### config.mk
export PLATFORM = sky130hd
export DESIGN_NAME = gesture_box_locator
export DESIGN_NICKNAME = d
export VERILOG_FILES = /design/src/rtl/gesture_box_locator.sv
export SDC_FILE = /design/constraint.sdc
export NUM_CORES = 1
export LEC_CHECK = 0
export BUFFER_PORTS_ARGS = -buffer_cell sky130_fd_sc_hd__buf_2
export CAP_MARGIN = 20
export CELL_PAD_IN_SITES_DETAIL_PLACEMENT = 0
export CELL_PAD_IN_SITES_GLOBAL_PLACEMENT = 1
export CORE_MARGIN = 4
export CORE_UTILIZATION = 36
export CTS_BUF_LIST = sky130_fd_sc_hd__clkbuf_16
export CTS_CLUSTER_DIAMETER = 150
export DETAILED_ROUTE_END_ITERATION = 8
export MAX_ROUTING_LAYER = met4
export PLACE_DENSITY = 0.72
export SLEW_MARGIN = 20
export SYNTH_ARGS = -nofsm -noshare
export SYNTH_HDL_FRONTEND = slang
export SYNTH_SLANG_ARGS = --single-unit
### constraint.sdc
create_clock -name clk -period 3.93 [get_ports clk]
set_input_delay 0.786 -clock clk [delete_from_list [all_inputs] [get_ports clk]]
set_output_delay 0.786 -clock clk [all_outputs]
set_load 0.01 [all_outputs]
### src/rtl/gesture_box_locator.sv
// Per-frame bounding-box locator: tracks min/max of accepted skin-mask pixels inside the ROI and latches box + centre on frame_sync rising edges.
// Optional horizontal run filter (adds one pipeline stage) is enabled by defining BOX_RUN_FILTER_EN.
module gesture_box_locator #(
    parameter int X_MIN      = 100,
    parameter int X_MAX      = 500,
    parameter int Y_MIN      = 0,
    parameter int Y_MAX      = 400,
    parameter int MIN_PIXELS = 64,
    parameter int MISS_LIMIT = 8,
    parameter int RUN_LEN    = 4
) (
    input  logic        clk,
    input  logic        rst_n,
    input  logic        frame_sync,
    input  logic        pix_valid,
    input  logic [11:0] lcd_x,
    input  logic [11:0] lcd_y,
    input  logic        mask_bit,
    output logic [9:0]  x_min_locate,
    output logic [9:0]  x_max_locate,
    output logic [9:0]  y_min_locate,
    output logic [9:0]  y_max_locate,
    output logic [9:0]  centre_x,
    output logic [9:0]  centre_y,
    output logic        box_valid
);

    localparam int IncW = $clog2(RUN_LEN + 1);

    logic        sync_q;
    logic        sync_qq;
    logic        pixValid_q;
    logic        mask_q;
    logic [11:0] lcdX_q;
    logic [11:0] lcdY_q;

    always_ff @(posedge clk or negedge rst_n) begin
        if (!rst_n) begin
            sync_q     <= 1'b0;
            sync_qq    <= 1'b0;
            pixValid_q <= 1'b0;
            mask_q     <= 1'b0;
            lcdX_q     <= '0;
            lcdY_q     <= '0;
        end else begin
            sync_q     <= frame_sync;
            sync_qq    <= sync_q;
            pixValid_q <= pix_valid;
            mask_q     <= mask_bit;
            lcdX_q     <= lcd_x;
            lcdY_q     <= lcd_y;
        end
    end

    logic inRoi;
    logic cand;
    logic frameEdge;

    always_comb begin
        inRoi = (int'(lcdX_q) >= X_MIN) && (int'(lcdX_q) <= X_MAX) &&
                (int'(lcdY_q) >= Y_MIN) && (int'(lcdY_q) <= Y_MAX) &&
                (lcdX_q < 12'd1024) && (lcdY_q < 12'd1024);
        cand      = pixValid_q && mask_q && inRoi;
        frameEdge = sync_q && !sync_qq;
    end

    logic            acc;
    logic [9:0]      accXlo;
    logic [9:0]      accXhi;
    logic [9:0]      accY;
    logic [IncW-1:0] accInc;
    logic            accEdge;

`ifdef BOX_RUN_FILTER_EN
    logic [IncW-1:0] runCnt_q;
    logic [IncW-1:0] runCnt_d;
    logic [11:0]     prevY_q;
    logic            runCont;
    logic            runFirst;
    logic            fAcc_q;
    logic            fEdge_q;
    logic [9:0]      fXlo_q;
    logic [9:0]      fXhi_q;
    logic [9:0]      fY_q;
    logic [IncW-1:0] fInc_q;

    // The completing pixel back-fills the whole run, so its left edge is RUN_LEN-1 columns earlier.
    always_comb begin
        runCont  = (runCnt_q != '0) && (lcdY_q == prevY_q);
        runCnt_d = '0;
        if (cand) begin
            if (!runCont) begin
                runCnt_d = IncW'(1);
            end else if (int'(runCnt_q) < RUN_LEN) begin
                runCnt_d = runCnt_q + IncW'(1);
            end else begin
                runCnt_d = runCnt_q;
            end
        end
        runFirst = cand && (int'(runCnt_d) == RUN_LEN) &&
                   !(runCont && (int'(runCnt_q) == RUN_LEN));
    end

    always_ff @(posedge clk or negedge rst_n) begin
        if (!rst_n) begin
            runCnt_q <= '0;
            prevY_q  <= '0;
            fAcc_q   <= 1'b0;
            fEdge_q  <= 1'b0;
            fXlo_q   <= '0;
            fXhi_q   <= '0;
            fY_q     <= '0;
            fInc_q   <= '0;
        end else begin
            runCnt_q <= runCnt_d;
            if (pixValid_q) begin
                prevY_q <= lcdY_q;
            end
            fAcc_q  <= cand && (int'(runCnt_d) >= RUN_LEN);
            fEdge_q <= frameEdge;
            fXhi_q  <= lcdX_q[9:0];
            fXlo_q  <= runFirst ? (lcdX_q[9:0] - 10'(RUN_LEN - 1)) : lcdX_q[9:0];
            fY_q    <= lcdY_q[9:0];
            fInc_q  <= runFirst ? IncW'(RUN_LEN) : IncW'(1);
        end
    end

    assign acc     = fAcc_q;
    assign accXlo  = fXlo_q;
    assign accXhi  = fXhi_q;
    assign accY    = fY_q;
    assign accInc  = fInc_q;
    assign accEdge = fEdge_q;
`else
    assign acc     = cand;
    assign accXlo  = lcdX_q[9:0];
    assign accXhi  = lcdX_q[9:0];
    assign accY    = lcdY_q[9:0];
    assign accInc  = IncW'(1);
    assign accEdge = frameEdge;
`endif

    logic [9:0]  wXmin_q, wXmax_q, wYmin_q, wYmax_q;
    logic [9:0]  wXmin_d, wXmax_d, wYmin_d, wYmax_d;
    logic [19:0] pixCnt_q;
    logic [19:0] pixCnt_d;
    logic [20:0] cntSum;

    // On a frame edge the working set restarts, and a pixel arriving in that cycle seeds the new frame.
    always_comb begin
        cntSum   = {1'b0, pixCnt_q} + 21'(accInc);
        wXmin_d  = wXmin_q;
        wXmax_d  = wXmax_q;
        wYmin_d  = wYmin_q;
        wYmax_d  = wYmax_q;
        pixCnt_d = pixCnt_q;
        if (accEdge) begin
            wXmin_d  = 10'h3FF;
            wXmax_d  = '0;
            wYmin_d  = 10'h3FF;
            wYmax_d  = '0;
            pixCnt_d = '0;
            if (acc) begin
                wXmin_d  = accXlo;
                wXmax_d  = accXhi;
                wYmin_d  = accY;
                wYmax_d  = accY;
                pixCnt_d = 20'(accInc);
            end
        end else if (acc) begin
            if (accXlo < wXmin_q) wXmin_d = accXlo;
            if (accXhi > wXmax_q) wXmax_d = accXhi;
            if (accY < wYmin_q)   wYmin_d = accY;
            if (accY > wYmax_q)   wYmax_d = accY;
            pixCnt_d = cntSum[20] ? 20'hFFFFF : cntSum[19:0];
        end
    end

    logic       closePend_q;
    logic       closeOk_q;
    logic [9:0] cXmin_q, cXmax_q, cYmin_q, cYmax_q;

    always_ff @(posedge clk or negedge rst_n) begin
        if (!rst_n) begin
            wXmin_q     <= 10'h3FF;
            wXmax_q     <= '0;
            wYmin_q     <= 10'h3FF;
            wYmax_q     <= '0;
            pixCnt_q    <= '0;
            closePend_q <= 1'b0;
            closeOk_q   <= 1'b0;
            cXmin_q     <= '0;
            cXmax_q     <= '0;
            cYmin_q     <= '0;
            cYmax_q     <= '0;
        end else begin
            wXmin_q     <= wXmin_d;
            wXmax_q     <= wXmax_d;
            wYmin_q     <= wYmin_d;
            wYmax_q     <= wYmax_d;
            pixCnt_q    <= pixCnt_d;
            closePend_q <= accEdge;
            if (accEdge) begin
                closeOk_q <= int'(pixCnt_q) >= MIN_PIXELS;
                cXmin_q   <= wXmin_q;
                cXmax_q   <= wXmax_q;
                cYmin_q   <= wYmin_q;
                cYmax_q   <= wYmax_q;
            end
        end
    end

    logic [10:0] sumX;
    logic [10:0] sumY;
    logic [7:0]  missCnt_q;
    logic [7:0]  missCnt_d;

    always_comb begin
        sumX      = {1'b0, cXmin_q} + {1'b0, cXmax_q};
        sumY      = {1'b0, cYmin_q} + {1'b0, cYmax_q};
        missCnt_d = (missCnt_q == 8'hFF) ? missCnt_q : missCnt_q + 8'd1;
    end

    // All six coordinates update together from the snapshot so the overlay never sees a torn box.
    always_ff @(posedge clk or negedge rst_n) begin
        if (!rst_n) begin
            x_min_locate <= '0;
            x_max_locate <= '0;
            y_min_locate <= '0;
            y_max_locate <= '0;
            centre_x     <= '0;
            centre_y     <= '0;
            box_valid    <= 1'b0;
            missCnt_q    <= '0;
        end else if (closePend_q) begin
            if (closeOk_q) begin
                x_min_locate <= cXmin_q;
                x_max_locate <= cXmax_q;
                y_min_locate <= cYmin_q;
                y_max_locate <= cYmax_q;
                centre_x     <= sumX[10:1];
                centre_y     <= sumY[10:1];
                box_valid    <= 1'b1;
                missCnt_q    <= '0;
            end else begin
                box_valid <= 1'b0;
                missCnt_q <= missCnt_d;
                if (int'(missCnt_d) >= MISS_LIMIT) begin
                    x_min_locate <= '0;
                    x_max_locate <= '0;
                    y_min_locate <= '0;
                    y_max_locate <= '0;
                    centre_x     <= '0;
                    centre_y     <= '0;
                end
            end
        end
    end

endmodule

# Word level (Yosys, flattened, before mapping)
# Cells that the tools add are included.
[totals]
ff_bits = 199
wordCells = 90
output_inout_bits = 61
in_bits = 29
[classes]
reduce_logical = 19
mux = 30
addsub = 4
n_eq_ne = 1
order_cmp = 11
[op_table]
columns = ["op", "count"]
rows = [
  ["two-way mux 10 bit", 23],
  ["two-way mux 20 bit", 3],
  ["less-or-equal comparator 12 x 9 -> 1 bit, second input constant", 2],
  ["< comparator 12 x 11 -> 1 bit, second input constant", 2],
  ["adder 10 x 10 -> 11 bit", 2],
  ["adder 20 x 1 -> 21 bit, second input constant", 1],
  ["greater-or-equal comparator 20 x 7 -> 1 bit, second input constant", 1],
  ["greater-than comparator 10 bit", 2],
  ["< comparator 10 bit", 2],
  ["two-way mux 8 bit", 2],
  ["greater-or-equal comparator 12 x 7 -> 1 bit, second input constant", 1],
  ["nonzero test 2 bit", 6],
  ["AND reduction 2 bit", 5],
  ["adder 8 x 1 -> 8 bit, second input constant", 1],
  ["equality test 8 bit, second input constant", 1],
  ["greater-or-equal comparator 8 x 4 -> 1 bit, second input constant", 1],
  ["logical AND 1 bit", 7],
  ["two-way mux 1 bit", 2],
  ["zero test 1 bit", 1],
]

# Logic depth before layout (Yosys ltp)
# Gate-level depths: netlist of the first run.
[logic_depth]
depth_word = 8
ltp_mapped = 9
depth_no_buf = 8

# Worst setup path after synthesis of the first run
# OpenSTA, ideal clock, no wires.
[synth_path]
path_kind = "register to register"
start = "register missCnt_q[0]"
end = "register centre_x[1]"
required_time_ns = 3.864
path_stages_with_launch = 10
period_less_slack_ns = 2.263
arrival_ns = 2.197
slack_ns = 1.667
path_cell_list = "dfrtp_1 ha_1 and3_1 clkbuf_1 and3_1 o311ai_1 a31oi_1 nor3_1 buf_2 a22o_1"
[synth_via]
elab_chain_cells = 5
[synth_lines]
columns = ["element", "line", "rtl"]
rows = [
  ["from (decl)", "215", "logic [7:0] missCnt_q;"],
  ["from (signal assigned)", "247", "missCnt_q <= missCnt_d;"],
  ["adder 8 x 1 -> 8 bit / equality test 8 bit (equally long branches)", "221", "missCnt_d = (missCnt_q == 8'hFF) ? missCnt_q : missCnt_q + 8'd1;"],
  ["two-way mux 8 bit (*)", "221", ""],
  ["greater-or-equal comparator 8 x 4 -> 1 bit (*)", "248", "if (int'(missCnt_d) >= MISS_LIMIT) begin"],
  ["nonzero test 2 bit (no line) (*)", "-", ""],
  ["AND reduction 2 bit (no line) (*)", "-", ""],
  ["to (signal assigned)", "241", "centre_x <= sumX[10:1];"],
  ["to (decl)", "23", "output logic [9:0] centre_x,"],
]
# Mark *: on every way between the ends. The rest lies on a longest branch, timed or not.
# A chain may end at the register's enable or synchronous reset.

# Final worst setup path of the first run
[layout_path]
start = "register pixCnt_q[0]"
end = "register pixCnt_q[15]"
[layout_via]
elab_chain_cells = 4
[layout_lines]
columns = ["element", "line", "rtl"]
rows = [
  ["from (decl)", "145", "logic [19:0] pixCnt_q;"],
  ["from (signal assigned)", "201", "pixCnt_q <= pixCnt_d;"],
  ["adder 20 x 1 -> 21 bit", "151", "cntSum = {1'b0, pixCnt_q} + 21'(accInc);"],
  ["two-way mux 20 bit", "175", "pixCnt_d = cntSum[20] ? 20'hFFFFF : cntSum[19:0];"],
  ["two-way mux 20 bit", "170", "end else if (acc) begin"],
  ["two-way mux 20 bit", "157", "if (accEdge) begin"],
]
# Every way passes these cells. The select of a mux whose other input is x is not followed.

==> impl_metrics.tcl, run 1 <==
set metrics [dict create \
    cp.arrival_ps 2900 \
    htree_levels 4 \
    largest_reg_flops 20 \
    grt_pass1_vias 6429 \
    die_x_um 168.0 \
    antenna_found_initial 0 \
    crit_path_start_kind "flop" \
    min_period_ps 2537 \
    wl_per_cell_um 16.37 \
    drc 0 \
    grt.total_usage 0.1582 \
    crit_path_end_kind "flop" \
    fin_hold_ws_ps 274.0 \
    yosysWarnings 0 \
    cp.required_ps 4290 \
    final_cells 1266 \
    worst_slack_ps 1393 \
    cts_resized 0 \
    drt-initial-drc-count 540 \
    timing.rr.end "pixCnt_q[15]" \
    grt_max_degree 81 \
    fmaxAchievable_mhz 394.1 \
    ys_types 54 \
    hold_buffers 0 \
    r2r_setup_slack_ps 1390 \
    dp_slack_ps 1386 \
    via_count 6539 \
    syn_nets 935 \
    drive_gt1_frac 0.1731 \
    cts_root_buf "clkbuf_16" \
    final-max-slew-violation-count 0 \
    cap_viol_max_count 0 \
    ant_nets 0 \
    ir_worst_vdd_v 0.0002285 \
    synth.ff_latch_count 199 \
    finalNetCount 1013 \
    antenna_cells 0 \
    clkSinkCount 199 \
    hold_path_class "in2async" \
    syn_area_mm2 0.009218 \
    area_delta_synth_final_pct 14.40 \
    yosys_most_used_dff "dfrtp_1" \
    place_hpwl_um 14880 \
    setup_viol 0 \
    rsz0062_at_grt "no" \
    cp-endpoint "pixCnt_q[15]" \
    dp_cells 1234 \
    reg2reg_from "pixCnt_q[0]" \
    wl_um 20730 \
    slowest_stage "dfrtp_1" \
    relSlewSlack 0.4119 \
    drt_first_pass_iters 5 \
    reg.largest.list "pixCnt_q (20), lcdX_q (12), lcdY_q (12)" \
    ys_seq_area_frac 0.5430 \
    synthArstFlopShare 1.000 \
    clk_latency_ps 430 \
    nFillCells 2405 \
    netlist_instances 845 \
    worstRegToRegCells 8 \
    worst_pin_slew_ps 876.3 \
    start_util 0.3660 \
    place.port_buffers 89 \
    final_hold_viol_count 0 \
    numCtsBuffers 17 \
    worst-path-max-fanout 11 \
    status "finished, final reports clean" \
    setup-tns-final_ps 0 \
    dieHeight_um 168.0 \
    io_pins 90 \
    crit_chain "ha_1 -> and3_1 -> nor4b_1 -> buf_4 -> nand3_1 -> and2_1 -> a41oi_1 -> o21a_1" \
    grt.overflow.total 0 \
    path_class "reg2reg" \
    die_area_mm2 0.02823 \
    synth.avg_cell_area_um2 10.91 \
    grt_first_pass_wirelength_um 35330 \
    crit_path_start "pixCnt_q[0]" \
    rows 58 \
    fin_crit_sh 0.6457 \
    fin_worst_skew_ps 11.58 \
    regMostFlops "pixCnt_q" \
    synth_edf_count 0 \
    power_density_mw_per_mm2 449.1 \
    cts_buffer_depth 2 \
    globalplace.congestion 0.8134 \
    core_area_mm2 0.02518 \
    cts.reportedPaths.clkPinSlew_ps 70 \
    viasPerCell 5.165 \
    cts_tree "built" \
    leakage_nw 5.122 \
    slowest_delay_ps 430 \
    post-cts-setup-buffer-count 0 \
]
[Yosys cell counts (all sizes together) (3+ instances only)]
cell type / n / area (µm²)
xnor2: 8 / 70.07
a22o: 74 / 648.1
nor2: 50 / 187.7
and2: 10 / 62.56
a211o: 4 / 35.03
a41oi: 3 / 26.28
a31o: 3 / 26.28
o41ai: 3 / 33.79
buf: 13 / 61.31
nor3: 11 / 55.05
nand4: 10 / 62.56
o21a: 3 / 22.52
a32o: 4 / 40.04
a211oi: 7 / 52.55
a311oi: 7 / 61.31
dfstp: 20 / 525.5
o21ai: 60 / 300.3
nand2: 72 / 270.3
clkbuf: 30 / 112.6
nor4b: 3 / 26.28
a31oi: 5 / 31.28
and3: 10 / 62.56
a21oi: 50 / 250.2
ha: 59 / 738.2
or4: 3 / 26.27
nor2b: 4 / 25.02
nand3: 19 / 95.09
mux2i: 21 / 210.2
inv: 52 / 195.2
a21o: 3 / 22.52
o211ai: 7 / 52.55
o311a: 4 / 40.04
xor2: 8 / 70.07
o21bai: 6 / 45.04
nor4: 5 / 37.53
dfrtp: 179 / 4479
[worst min-delay path by stage]
stage	from	endpoint	slack [ps]	cells past startpoint
6_report	rst_n	centre_x[1]	270	1
5_1_grt	rst_n	x_min_locate[1]	280	1
4_1_cts	rst_n	centre_x[1]	270	1
3_5_place_dp	sync_q	sync_qq	400	0
3_3_place_gp	sync_q	sync_qq	390	0
2_1_floorplan	sync_q	sync_qq	350	0
[report_power, final]
part / leakage [nW] / internal [W] / total (W) / switching (W)
clock network: 0.256 / 0.000801 / 0.00157 / 0.000772
registers: 2.53 / 0.00227 / 0.00245 / 0.000179
logic: 2.34 / 0.000333 / 0.000715 / 0.000382
total: 5.12 / 0.00340 / 0.00474 / 0.00133
[critical path: cells and delay by family, from the launching register on]
| family | cells | cell delay (ps) |
|---|---|---|
| flip-flops | 1 | 430 |
| adder cells (fa/ha/maj) | 1 | 210 |
| AO/OA/AOI/OAI | 2 | 410 |
| buffers and inverters | 1 | 180 |
| AND/OR/NAND/NOR | 4 | 1240 |
[final cells by class]
class                   instances  area (µm²)  share of cell area
clock buffers                  17       425.4             0.04034
clock inverters                15       90.09            0.008543
inverters                      52       195.2             0.01851
multi-input cells             551        3852              0.3653
flip-flops and latches        199        5005              0.4746
well taps                     330       412.9             0.03916
repair buffers                102       564.3             0.05351
[layer usage]
layer  global-route usage  wire length [µm]  vias to the layer above
met5                    -                 0                        -
met4              0.03599               208                        0
met3              0.02794               806                       12
met2               0.2179              8836                      127
met1               0.2429             10880                     3169
li1                     -                 -                     3231
[kinds of logic (layout without fill, tap and decap cells)]
family,Yosys count,in the layout,share of synthesized area
multiplexers,22,22,0.02403
flip-flops,199,199,0.5430
AND/OR/NAND/NOR,203,203,0.1038
buffers and inverters,95,186,0.04004
AO/OA/AOI/OAI,249,249,0.1895
XOR/XNOR,16,16,0.01520
adder cells (fa/ha/maj),61,61,0.08443
[per-stage QoR]
| step | util | total power, W | instance area, µm² |
|---|---|---|---|
| 2_1_floorplan | - | 0.002870 | 9218 |
| 3_3_place_gp | 0.3983 | 0.003208 | 10030 |
| 3_5_place_dp | 0.3983 | 0.003220 | 10030 |
| 4_1_cts | 0.4188 | 0.004809 | 10550 |
| 5_1_grt | 0.4188 | 0.005008 | 10550 |
| 6_report | 0.4188 | 0.004736 | 10550 |
[cell usage in the layout (no fill, tap or decap), types with 3 or more instances in the layout]
cell	n
clkinvlp_4	3
nand2_1	72
clkinv_2	4
nand4_1	10
clkbuf_16	17
o21ai_0	58
xor2_1	8
a311oi_1	7
nor2_1	50
a21oi_1	50
mux2i_1	21
buf_2	88
o21a_1	3
dfrtp_1	179
nor2b_1	4
buf_4	12
nor4b_1	3
a211oi_1	7
nor3_1	10
dfstp_2	20
ha_1	59
o311a_1	4
and2_1	8
nand3_1	19
nor4_1	4
a41oi_1	3
o211ai_1	7
o21bai_1	6
a22o_1	74
xnor2_1	8
a31oi_1	5
a211o_1	4
a31o_2	3
and3_1	10
a32o_1	4
clkinv_1	3
inv_1	54
a21o_1	3
Note: power is estimated with default switching activity, not from simulation.
==> run 2: changes to the inputs <==
Settings changed: ABC_AREA set to 1, PLACE_DENSITY 0.72 to 0.77.
Clock period 3.93 ns to 2 ns, I/O delays scaled along.
==> run 2 against run 1 <==
  * Largest power group unchanged
  * Fmax increased by 36%
  * Sequential share of layout area decreased by 6.1 points
  * Worst setup slack got worse by 1300 ps
  * Sequential cell count unchanged
  * Global-route usage increased by 1.2 points
  * Cell count increased by 42%
  * Utilization increased by 1.3 points
  * Non-clock buffer count increased by 31
==> impl_metrics.tcl, run 2 <==
set metrics [dict create \
    power_density_mw_per_mm2 792.8 \
    clk_latency_ps 450 \
    ys_types 37 \
    slowest_delay_ps 540 \
    wl_per_cell_um 13.96 \
    io_pins 90 \
    globalplace.congestion 0.8623 \
    dieHeight_um 177.4 \
    viasPerCell 4.763 \
    synthTopCellsByArea "dfrtp_1, nand2_1, ha_1" \
    synth.ff_latch_count 199 \
    mostFrequentLayoutCells "nand2_1, dfrtp_1, inv_1, nand3_1" \
    grt_first_pass_wirelength_um 42190 \
    post-cts-setup-buffer-count 0 \
    use_met1 0.2356 \
    final_common_cell "nand2_1" \
    min_from "pix_valid" \
    leakage_nw 6.468 \
    dp_slack_ps 98.53 \
    path_class "reg2reg" \
    crit_path_start "wXmin_q[9]" \
    crit_family "flip-flops" \
    cp.arrival_ps 2260 \
    grt_max_degree 50 \
    grt.total_usage 0.1702 \
    nFillCells 2873 \
    crit_path_start_kind "flop" \
    reg.largest.list "pixCnt_q (20), lcdX_q (12), lcdY_q (12)" \
    start_util 0.3688 \
    htree_levels 4 \
    core_area_mm2 0.02801 \
    fin_worst_skew_ps 14.67 \
    numCtsBuffers 17 \
    hold_depth 1 \
    fmaxAchievable_mhz 535.0 \
    clkSinkCount 199 \
    syn_area_mm2 0.01033 \
    place.port_buffers 89 \
    worst_slack_ps 130.8 \
    drt-initial-drc-count 584 \
    cts_buffer_depth 2 \
    wl_um 25170 \
    worst_pin_slew_ps 470.4 \
    crit_chain "inv_1 -> ha_1 -> a21oi_1 -> o21a_1 -> nand3_1 -> nand2_2 -> buf_4 -> nand3_1 -> nand2_1 -> inv_1" \
    setup_viol 0 \
    placed_area_mm2 0.01150 \
    slowest_stage "dfstp_2" \
    min_period_ps 1869 \
    cp.required_ps 2390 \
    final_area_mm2 0.01210 \
    final-max-slew-violation-count 0 \
    cap_viol_max_count 0 \
    die_x_um 177.4 \
    grt_use_met3 0.02748 \
    ir_worst_vdd_v 0.0004329 \
    final_hold_viol_count 0 \
    drt_first_pass_iters 5 \
    area_delta_synth_final_pct 17.15 \
    place_hpwl_um 19270 \
    rows 61 \
    cts_root_buf "clkbuf_16" \
    reg2reg_from "wXmin_q[9]" \
    cts.reportedPaths.clkPinSlew_ps 80 \
    netlist_instances 1294 \
    finalNetCount 1502 \
    antenna_cells 0 \
    synth_edf_count 0 \
    die_area_mm2 0.03147 \
    synthArstFlopShare 1.000 \
    rsz0062_at_grt "no" \
    synth_common_cells "nand2_1, dfrtp_1, inv_1" \
    drive_gt1_frac 0.1516 \
    timing.rr.end "wXmin_q[3]" \
    synth_top_area_share 0.4336 \
    yosys_most_used_dff "dfrtp_1" \
    path_buf_inv 3 \
    r2r_setup_slack_ps 130 \
    use_met2 0.2621 \
    antenna_found_initial 0 \
    setup-tns-final_ps 0 \
    worst-path-max-fanout 6 \
    syn_nets 1384 \
    yosysWarnings 0 \
    largest_reg_flops 20 \
    via_count 8588 \
    final_util 0.4320 \
    drc 0 \
    grt-busiest-layer "met2" \
    regMostFlops "pixCnt_q" \
    worstRegToRegCells 10 \
    synth.avg_cell_area_um2 7.983 \
    yosys.cell_count.top_type "nand2_1" \
    hold_path_class "in2reg" \
    status "finished, final reports clean" \
    grt_pass1_vias 8345 \
    total_power_w 0.009594 \
    cts_tree "built" \
    crit_path_end_kind "flop" \
    grt.overflow.total 0 \
    relSlewSlack 0.6840 \
    fin_crit_sh 0.9346 \
    ant_nets 0 \
    yosysTopAreaCell "dfrtp_1" \
    ys_seq_area_frac 0.4845 \
    worstHoldEndpoint "pixValid_q" \
]
[run 2: changes by cell type after synthesis, sizes merged, moves of 10 or more]
cell and change:
clkbuf -16, and2 -10, o21ai +29, inv +85
nand3 +74, nor2 +30, nand2 +415, a22o -74
and3 -10, mux2i -21
[run 2: cells by family after synthesis]
kind of cell,count (synthesis),share of synthesized area
buf+inv,172,0.06940
simple gates,698,0.2827
fa+ha+maj,61,0.07534
xor+xnor,12,0.01018
compound gates,152,0.07788
flops,199,0.4845
[run 2: metal layers]
layer / part of all wire / wire length, µm
met5: 0 / 0
met4: 0.014 / 350
met3: 0.037 / 919
met2: 0.45 / 11440
met1: 0.50 / 12460
[run 2: how the worst max path moves through the flow]
stage                       endpoint  slack (ps)  cells past startpoint
final                     wXmin_q[3]         130                     10
after global routing      wYmax_q[2]           2                      8
after CTS                 wXmin_q[3]          90                     10
after detailed placement  wXmin_q[3]         100                     10
after global placement    wXmin_q[3]         110                     10
after floorplan           wYmin_q[0]         280                     11
[run 2: layout make-up]
cell class | instances | area, µm² | area share
sequential | 199 | 5007 | 0.4138
clock inverter | 15 | 146.4 | 0.01210
clock buffer | 17 | 425.4 | 0.03515
multi-input combinational | 923 | 4628 | 0.3824
tap | 378 | 473.0 | 0.03908
timing repair buffer | 133 | 903.4 | 0.07465
inverter | 138 | 518.0 | 0.04280
[run 2: timing repair]
| item | in CTS | in global routing |
|---|---|---|
| resized for setup | 0 | 8 |
| endpoints found under the hold margin | 38 | 0 |
| hold buffers | 1 | 0 |
| setup endpoints to repair | 0 | 35 |
[run 2: through the flow]
stage | instances | hold WS [ps]
floorplan | 1294 | 104.4
global placement | 1770 | 379.4
detailed placement | 1770 | 379.1
global route | 1803 | 32.38
finish | 1803 | 59.18
CTS | 1803 | 38.90
[run 2: power by group]
part,switching [W],total (W),internal [W]
Combinational,0.000934,0.00153,0.000600
Clock,0.00167,0.00332,0.00164
Sequential,0.000311,0.00474,0.00443
==> run 3: changes to the inputs <==
Settings changed: ABC_AREA 1 to unset, PLACE_DENSITY 0.77 to 0.74.
==> run 3 against run 2 <==
  * The flow now finishes with violations (negative setup slack)
  * Critical path depth down 4
  * Fmax down 15%
  * Sequential cell count unchanged
  * Final area up 0.11%
  * Via count down 17%
  * Sequential power about the same
  * Global-route usage down 0.19 points
  * Sequential share of layout area about the same
==> impl_metrics.tcl, run 3 (synthesized netlist as in run 1, its figures left out) <==
set metrics [dict create \
    status "complete, but fails checks" \
    violations "negative setup slack" \
    via_count 7097 \
    crit_path_end_kind "flop" \
    wl_per_cell_um 16.58 \
    globalplace.congestion 0.9198 \
    min_from "lcd_y[8]" \
    cts_tree "built" \
    final_hold_viol_count 0 \
    setup_viol 89 \
    final_common_cell "dfrtp_1" \
    grt_max_degree 79 \
    antenna_found_initial 0 \
    drc 0 \
    final-max-slew-violation-count 0 \
    grt_pass1_vias 7174 \
    core_area_mm2 0.02518 \
    reg.largest.list "pixCnt_q (20), lcdX_q (12), lcdY_q (12)" \
    worst-path-max-fanout 2 \
    dp_cells 1334 \
    min_period_ps 2194 \
    internal_power_w 0.006969 \
    power_density_mw_per_mm2 806.9 \
    cp.arrival_ps 2510 \
    grt.overflow.total 0 \
    final_util 0.4811 \
    clkSinkCount 199 \
    io_pins 90 \
    relSlewSlack 0.5548 \
    ant_nets 0 \
    grt.total_usage 0.1683 \
    crit_path_start_kind "flop" \
    cap_viol_max_count 0 \
    place.port_buffers 89 \
    grt_first_pass_wirelength_um 37440 \
    drt-initial-drc-count 392 \
    crit_path_start "lcdY_q[0]" \
    path_class "reg2reg" \
    fmaxAchievable_mhz 455.7 \
    reg2reg_from "lcdY_q[0]" \
    cts_buffer_depth 2 \
    ir_worst_vdd_v 0.0004485 \
    drive_gt1_frac 0.3299 \
    viasPerCell 5.091 \
    leakage_nw 5.942 \
    pwr-share-seq 0.488 \
    mostFrequentLayoutCells "dfrtp_1, buf_4, buf_2, a22o_1, nand2_1" \
    clk_latency_ps 440 \
    fin_crit_sh 1.097 \
    start_util 0.3660 \
    htree_levels 4 \
    swShare 0.2871 \
    cp.required_ps 2320 \
    numCtsBuffers 17 \
    cts.reportedPaths.clkPinSlew_ps 70 \
    hold_path_class "in2reg" \
    worst_pin_slew_ps 667.9 \
    largest_reg_flops 20 \
    place_hpwl_um 15880 \
    area_delta_synth_final_pct 31.44 \
    drt_first_pass_iters 4 \
    rsz0062_at_grt "yes" \
    final_cells 1394 \
    die_area_mm2 0.02823 \
    comb_power_share 0.185 \
    rows 58 \
    finalNetCount 1141 \
    dieHeight_um 168.0 \
    p_sw_w 0.002806 \
    power_frac_clock 0.327 \
    regMostFlops "pixCnt_q" \
    worst_slack_ps -194.5 \
    fin_worst_skew_ps 12.37 \
    die_x_um 168.0 \
    cts_root_buf "clkbuf_16" \
    wl_um 23110 \
    antenna_cells 0 \
]
[run 3: cell types whose count changed in the layout (fill, tap and decap cells not counted), sizes merged, moves of 7 or more]
cell | previous run | this run
and2 | 0 | 10
nor3 | 18 | 11
buf | 131 | 224
inv | 142 | 60
a22o | 0 | 74
nand2 | 487 | 72
o21ai | 89 | 60
and3 | 0 | 10
nor2 | 80 | 50
nand3 | 93 | 19
mux2i | 0 | 21
a311oi | 0 | 7
[run 3: area by class of cell]
class	count	area [µm²]
Timing Repair Buffer	230	1772
Fill cell	2287	13070
Tap cell	330	412.9
Sequential cell	199	5009
Clock buffer	17	425.4
Multi-Input combinational cell	551	4198
Inverter	52	195.2
Clock inverter	15	103.9
[run 3: worst max-delay path, cell delays in order, from the launching register on]
cell and delay (ps):
dfrtp_1 410, o41ai_4 380, a21oi_2 130, or4_4 440
or4_4 520, mux2i_1 160, nor2_1 50
[run 3: final timing paths]
| kind | endpoint | slack (ps) | depth (start not counted) |
|---|---|---|---|
| worst max-delay path | pixCnt_q[12] | -190 | 6 |
| worst min-delay path | lcdY_q[8] | 70 | 1 |
| worst max register to register | pixCnt_q[12] | -190 | 6 |
| worst min register to register | sync_qq | 410 | 0 |
| max in group asynchronous | wYmin_q[7] | 800 | 3 |
| min in group asynchronous | wXmax_q[2] | 500 | 2 |
[run 3: metrics by stage]
| step | cell area (µm²) | setup TNS (ps) | hold WS [ps] | setup slack [ps] | total power [W] |
|---|---|---|---|---|---|
| 5_1_grt | 12120 | -17700 | 45.52 | -299.8 | 0.01028 |
| 4_1_cts | 11810 | -8585 | 46.45 | -238.7 | 0.009784 |
| 6_report | 12120 | -6682 | 66.92 | -194.5 | 0.009775 |
| 2_1_floorplan | 9259 | -1015 | 104.4 | -223.8 | 0.005653 |
| 3_5_place_dp | 10870 | -10770 | 395.4 | -272.7 | 0.006462 |
| 3_3_place_gp | 10870 | -7867 | 395.0 | -266.2 | 0.006440 |
[run 3: power by group through the flow]
stage	sequential, W	clock [W]	combinational (W)
after floorplan	0.00493	0	0.000722
after detailed placement	0.00483	0	0.00163
after global placement	0.00484	0	0.00160
after global routing	0.00483	0.00345	0.00200
final	0.00477	0.00320	0.00181
after CTS	0.00477	0.00328	0.00173
[run 3: what timing repair did]
item | CTS | global route
buffers inserted | 9 | 9
gates cloned | 6 | 4
resized for setup | 71 | 38
pin swaps | 18 | 42
hold buffers | 1 | 0
endpoints found under the hold margin | 38 | 0
setup endpoints to repair | 75 | 120
[run 3: metal layers]
layer,track usage,part of all wire
met1,0.2343,0.49
met2,0.2565,0.46
met3,0.03076,0.037
met4,0.04305,0.013
met5,-,0
